<file path="config.mk">
export PLATFORM = sky130hd
export DESIGN_NAME = counter_ctrl
export DESIGN_NICKNAME = d
export VERILOG_FILES = /design/src/rtl/counter_pkg.sv /design/src/rtl/sync_counter_en.sv /design/src/rtl/counter_ctrl.sv
export SDC_FILE = /design/constraint.sdc
export NUM_CORES = 1
export LEC_CHECK = 0
export CAP_MARGIN = 20
export CORE_AREA = 2 2 39 41
export CTS_CLUSTER_SIZE = 10
export DETAILED_ROUTE_END_ITERATION = 16
export DIE_AREA = 0 0 41 43
export PLACE_DENSITY = 0.71
export SETUP_SLACK_MARGIN = 0.5
export SKIP_CTS_REPAIR_TIMING = 1
export SLEW_MARGIN = 20
export SYNTH_ARGS = -nofsm -noshare
export SYNTH_HDL_FRONTEND = slang
export SYNTH_HIERARCHICAL = 1
export SYNTH_SLANG_ARGS = --single-unit
export TNS_END_PERCENT = 5
</file>
<file path="constraint.sdc">
create_clock -name CLK -period 4.8 [get_ports CLK]
set_input_delay 1.2 -clock CLK [delete_from_list [all_inputs] [get_ports CLK]]
set_output_delay 1.2 -clock CLK [all_outputs]
set_load 0.005 [all_outputs]
</file>
<file path="src/rtl/counter_pkg.sv">
// Shared encodings for the counter sequencing controller.
package counter_pkg;

  typedef enum logic [1:0] {
    IDLE = 2'b00,
    RUN  = 2'b01,
    FIN  = 2'b10
  } state_t;

  localparam logic ONESHOT  = 1'b0;
  localparam logic PERIODIC = 1'b1;

endpackage

</file>
<file path="src/rtl/sync_counter_en.sv">
// WIDTH-bit synchronous up counter; synchronous clear has priority over enable.
module sync_counter_en #(
  parameter int WIDTH = 4
) (
  input  logic             CLK,
  input  logic             RST,
  input  logic             CLR,
  input  logic             EN,
  output logic [WIDTH-1:0] Q
);

  logic [WIDTH-1:0] q_q;
  logic [WIDTH-1:0] q_d;

  always_comb begin
    q_d = q_q;
    if (CLR) begin
      q_d = '0;
    end else if (EN) begin
      q_d = q_q + 1'b1;
    end
  end

  always_ff @(posedge CLK) begin
    if (RST) begin
      q_q <= '0;
    end else begin
      q_q <= q_d;
    end
  end

  assign Q = q_q;

endmodule

</file>
<file path="src/rtl/counter_ctrl.sv">
// Run sequencer for a binary counter: start/pause/abort, one-shot or periodic
// against a captured terminal value. Exposes FSM state on DBG_STATE.
//
// Handshake: START is a request sampled only in IDLE; it is accepted on the
// edge where state is IDLE, START=1 and ABORT=0, with no back-pressure. ABORT
// wins over everything except RST, and PAUSE yields to all other controls.
module counter_ctrl
  import counter_pkg::*;
#(
  parameter int WIDTH = 4
) (
  input  logic             CLK,
  input  logic             RST,
  input  logic             START,
  input  logic [WIDTH-1:0] LIMIT,
  input  logic             MODE,
  input  logic             PAUSE,
  input  logic             ABORT,
  output logic [WIDTH-1:0] Q,
  output logic             BUSY,
  output logic             TICK,
  output logic             DONE,
  output logic [1:0]       DBG_STATE
);

  state_t           state_q, state_d;
  logic [WIDTH-1:0] lim_q, lim_d;
  logic             mode_q, mode_d;
  logic             done_q, done_d;
  logic             cnt_clr, cnt_en;
  logic [WIDTH-1:0] cnt_q;
  logic             run_step;
  logic             term_hit;

  // An unpaused, unaborted RUN cycle; at the terminal value it is a tick.
  assign run_step = (state_q == RUN) && !ABORT && !PAUSE;
  assign term_hit = run_step && (cnt_q == lim_q);

  sync_counter_en #(
    .WIDTH(WIDTH)
  ) u_cnt (
    .CLK(CLK),
    .RST(RST),
    .CLR(cnt_clr),
    .EN (cnt_en),
    .Q  (cnt_q)
  );

  always_ff @(posedge CLK) begin
    if (RST) begin
      state_q <= IDLE;
      lim_q   <= '0;
      mode_q  <= ONESHOT;
      done_q  <= 1'b0;
    end else begin
      state_q <= state_d;
      lim_q   <= lim_d;
      mode_q  <= mode_d;
      done_q  <= done_d;
    end
  end

  always_comb begin
    state_d = state_q;
    lim_d   = lim_q;
    mode_d  = mode_q;
    done_d  = 1'b0;
    if (ABORT) begin
      state_d = IDLE;
    end else begin
      case (state_q)
        IDLE: begin
          if (START) begin
            lim_d   = LIMIT;
            mode_d  = MODE;
            state_d = RUN;
          end
        end
        RUN: begin
          if (term_hit && (mode_q == ONESHOT)) begin
            state_d = FIN;
            done_d  = 1'b1;
          end
        end
        FIN:     state_d = IDLE;
        default: state_d = IDLE;
      endcase
    end
  end

  // Counter is cleared everywhere except while RUN holds or advances it;
  // a one-shot terminal leaves it holding lim_r for the FIN cycle.
  always_comb begin
    cnt_en    = run_step && (cnt_q != lim_q);
    cnt_clr   = ABORT || (state_q != RUN) || (term_hit && (mode_q == PERIODIC));
    BUSY      = (state_q == RUN);
    TICK      = term_hit;
    DONE      = done_q;
    DBG_STATE = state_q;
    Q         = cnt_q;
  end

endmodule
</file>
---- After elaboration in Yosys (flattened, before gate mapping) ----
Cells that the tools add are included.
word-level totals
  bits in registers ....................... 12
  bits of input ports ..................... 10
  output and inout port bits .............. 9
operators by class
  $add $sub $neg .......................... 1
  equal/unequal tests ..................... 6
  multiplexer cells ....................... 4
  bitwise operators ....................... 3
  reduce and logical (&&, ||, !) cells .... 16
operators with widths
  cell                                                                     number
  1-bit logical AND                                                        6
  4-bit by 1-bit adder with 4-bit output, second input constant            1
  4-bit equality test                                                      1
  2-bit 2-to-1 mux                                                         2
  2-bit by 1-bit inequality test with 1-bit output, second input constant  2
  4-bit inequality test                                                    1
  2-bit one-hot mux with 2 select lines                                    1
  2-bit OR reduction                                                       2
  1-bit inverter                                                           3
  3-bit AND reduction                                                      1
  3-bit OR reduction                                                       1
  2-bit by 1-bit equality test with 1-bit output, second input constant    1
  1-bit logical NOT                                                        2
  2-bit logical NOT                                                        1
  1-bit logical OR                                                         2
  2-bit inequality test, second input constant                             1
  2-bit AND reduction                                                      1
  1-bit 2-to-1 mux                                                         1

---- Longest topological paths before layout ----
  word-level depth ........................ 7
  mapped depth ............................ 5
  depth with buffers taken out ............ 5

---- Modules after synthesis ----
The synthesis kept the hierarchy.
by module, submodules not included
  module           times used  cells each  area each (µm²)  seq. area each (µm²)
  counter_ctrl     1           38          377.9            160.2
  sync_counter_en  1           17          177.7            80.1

---- Worst setup path after synthesis ----
Ideal clock, no wire load.
  path type ............................... in2out
  from .................................... input ABORT
  to ...................................... output TICK
  arrival time ............................ 1.547 ns
  required time ........................... 3.600 ns
  setup slack ............................. 2.053 ns
  stages on the path ...................... 3
  buffers on the path ..................... 0
  cell sequence ........................... nor2_1 -> nand3b_1 -> nor2_1
on the way
  word-level cells in the longest chain between the ends .. 4
ends and longest elaborated chain
  what                             RTL line            source
  start: declaration               counter_ctrl.sv:18  input logic ABORT,
  1-bit logical NOT                counter_ctrl.sv:36  assign run_step = (state_q == RUN) && !ABORT && !PAUSE;
  1-bit logical AND (2 in series)  counter_ctrl.sv:36
  1-bit logical AND                counter_ctrl.sv:37  assign term_hit = run_step && (cnt_q == lim_q);
  end: declaration                 counter_ctrl.sv:21  output logic TICK,
No other way between the ends.

---- Worst setup path after layout ----
Ends and elaborated chain as after synthesis.

==> flow_metrics.tcl <==
set metrics [dict create \
    r2r-start "u_cnt/Q[0]" \
    syn_nets 66 \
    syn_inst 55 \
    area_growth_pct 39.4 \
    cap_violations 0 \
    slowest_stage "clkdlybuf4s50_1" \
    synth_area_leaders "dfxtp_1 (43%), mux2i_1 (11%), xnor2_1 (7.9%)" \
    vdd.ir_drop.worst_uv 111 \
    synth_seq_cells 12 \
    antenna_left 0 \
    hold_end "DBG_STATE[1]" \
    yosysWarnings 6 \
    r2r_slack_ns 2.85 \
    final_common_cell "clkdlybuf4s50_1" \
    cp_max_fo 4 \
    h-tree-depth 1 \
    cp.arrival_ns 2.65 \
    yosys.cell_types.count 22 \
    synth_top_area_frac 0.432 \
    grt_pass1_wl_mm 1.90 \
    port_buffers 18 \
    n_fill_cell 133 \
    fmax_mhz 260 \
    cts-root-buf "clkbuf_4" \
    hp-class "reg2reg" \
    place_congestion 0.711 \
    hpwlAfterDp_um 844 \
    synth_top_flop_cell "dfxtp_1" \
    start_util 0.401 \
    path_cells "clkdlybuf4s50_1 > nor2_1 > nand3b_1 > nor2_1 > clkdlybuf4s50_1" \
    n_antenna_cell 0 \
    crit_required_ns 3.60 \
    clkSinkCount 12 \
    slew_headroom 0.563 \
    grt_max_degree 12 \
    crit_type "in2out" \
    fin_skew_ns 0.00403 \
    drt_iter0_markers 4 \
    synth_edf_count 0 \
    num_vias 461 \
    tightest_slew_ns 0.647 \
    layout_common_cells "clkdlybuf4s50_1 (18), dfxtp_1 (12), nor2_1 (10)" \
    yosys.area.top_type "dfxtp_1" \
    fin_crit_sh 0.802 \
    clk_pin_slew_worst_paths_ns 0.06 \
    grt-ovfl-total 0 \
    vias_per_cell 5.07 \
    layout.nets 88 \
    ios 19 \
    chipHeight_um 43 \
    avgSynthCellArea_um2 10.1 \
    timing.hold.ws_ns 0.511 \
    cts_made_buffers 3 \
    timing.setup.tns_ns 0 \
    reg2reg_to "u_cnt/Q[3]" \
    rsz0062_at_grt "false" \
    cts_tree "built" \
    clock_latency_ns 0.26 \
    fin_cells 91 \
    slew_viol_final 0 \
    max_stage_delay_ns 0.50 \
    antenna_found_initial 0 \
    die-area_mm2 0.00176 \
    drive_gt1_frac 0.107 \
    r2r_cells 5 \
    worstHoldStart "mode_q" \
    hold_viol_final 0 \
    die_x_um 41 \
    end_kind "primary output" \
    drc_errors 0 \
    min_delay_path_depth 1 \
    async_reset_ff_frac 0 \
    outcome "finished, final reports clean" \
    cp-start-kind "input port" \
    grt_pass1_vias 477 \
    cts_buffer_depth 2 \
    rows 14 \
    placed_cells 88 \
    wl_per_cell_um 11.8 \
    ys_seq_area_frac 0.432 \
    setup_viol 0 \
    core_mm2 0.00138 \
    p_leak_nw 0.271 \
    wl_mm 1.08 \
    grt_usage 0.156 \
    syn_area_um2 556 \
    first_pass_iters 4 \
    power_density_mw_per_mm2 241 \
    post-route-min-period_ns 3.85 \
]
==> synthesized netlist by cell type, types with 2 or more instances <==
| cell | number |
|---|---|
| dfxtp_1 | 12 |
| nor4_1 | 3 |
| nor2_1 | 10 |
| mux2i_1 | 6 |
| nand4_1 | 2 |
| nand3b_1 | 2 |
| xnor2_1 | 5 |
==> per-stage QoR <==
step                      setup WS (ns)   util  total power [mW]  instance area, um^2
final                             0.948  0.560             0.187                  774
after global routing              0.851  0.560             0.200                  774
after CTS                         0.944  0.560             0.191                  774
after detailed placement          0.953  0.543             0.133                  752
after global placement             1.04  0.543             0.132                  752
after floorplan                    2.05      -             0.120                  556
==> how the worst max path moves through the flow <==
stage / startpoint / endpoint / slack [ns] / cells after the start
after floorplan: ABORT / TICK / 2.05 / 3
after global placement: ABORT / TICK / 1.04 / 5
after detailed placement: ABORT / TICK / 0.95 / 5
after CTS: ABORT / TICK / 0.94 / 5
after global routing: ABORT / TICK / 0.85 / 5
final: ABORT / TICK / 0.95 / 5
==> sequential cells by signal (all words and copies together) (netlist names) <==
name / count
DBG_STATE: 2
DONE: 1
lim_q: 4
mode_q: 1
u_cnt/Q: 4
==> layout make-up <==
class	instances	area [um^2]	share of cell area
multi-input cells	41	308	0.397
flip-flops and latches	12	240	0.310
repair buffers	18	180	0.233
clock buffers	3	22.5	0.0291
well taps	16	20.0	0.0258
inverters	1	3.75	0.00485
==> layer usage <==
metal | GRT usage | wire [um] | vias to the layer above
li1 | - | - | 240
met3 | 0.0314 | 65 | 0
met5 | 0 | 0 | -
met4 | 0.0800 | 0 | 0
met2 | 0.256 | 557 | 13
met1 | 0.180 | 452 | 208
==> power breakdown <==
part	internal, mW	switching [mW]	leakage, nW
clock network	0.0289	0.0275	0.0138
registers	0.102	0.00251	0.0974
logic	0.0153	0.0101	0.160
total	0.147	0.0401	0.271
==> cell families (layout without fill, tap and decap cells) <==
group,Yosys count,count (layout),synth area share
compound gates,4,4,0.0563
xor+xnor,5,5,0.0788
mux,7,7,0.128
fa+ha+maj,1,1,0.0225
flops,12,12,0.432
buf+inv,2,22,0.0135
simple gates,24,24,0.268
==> critical path: cells and delay by family <==
kind / cells / cell delay (ns)
buf+inv: 2 / 0.98
simple gates: 3 / 0.47
No activity file was read; power rests on OpenSTA's default activity.
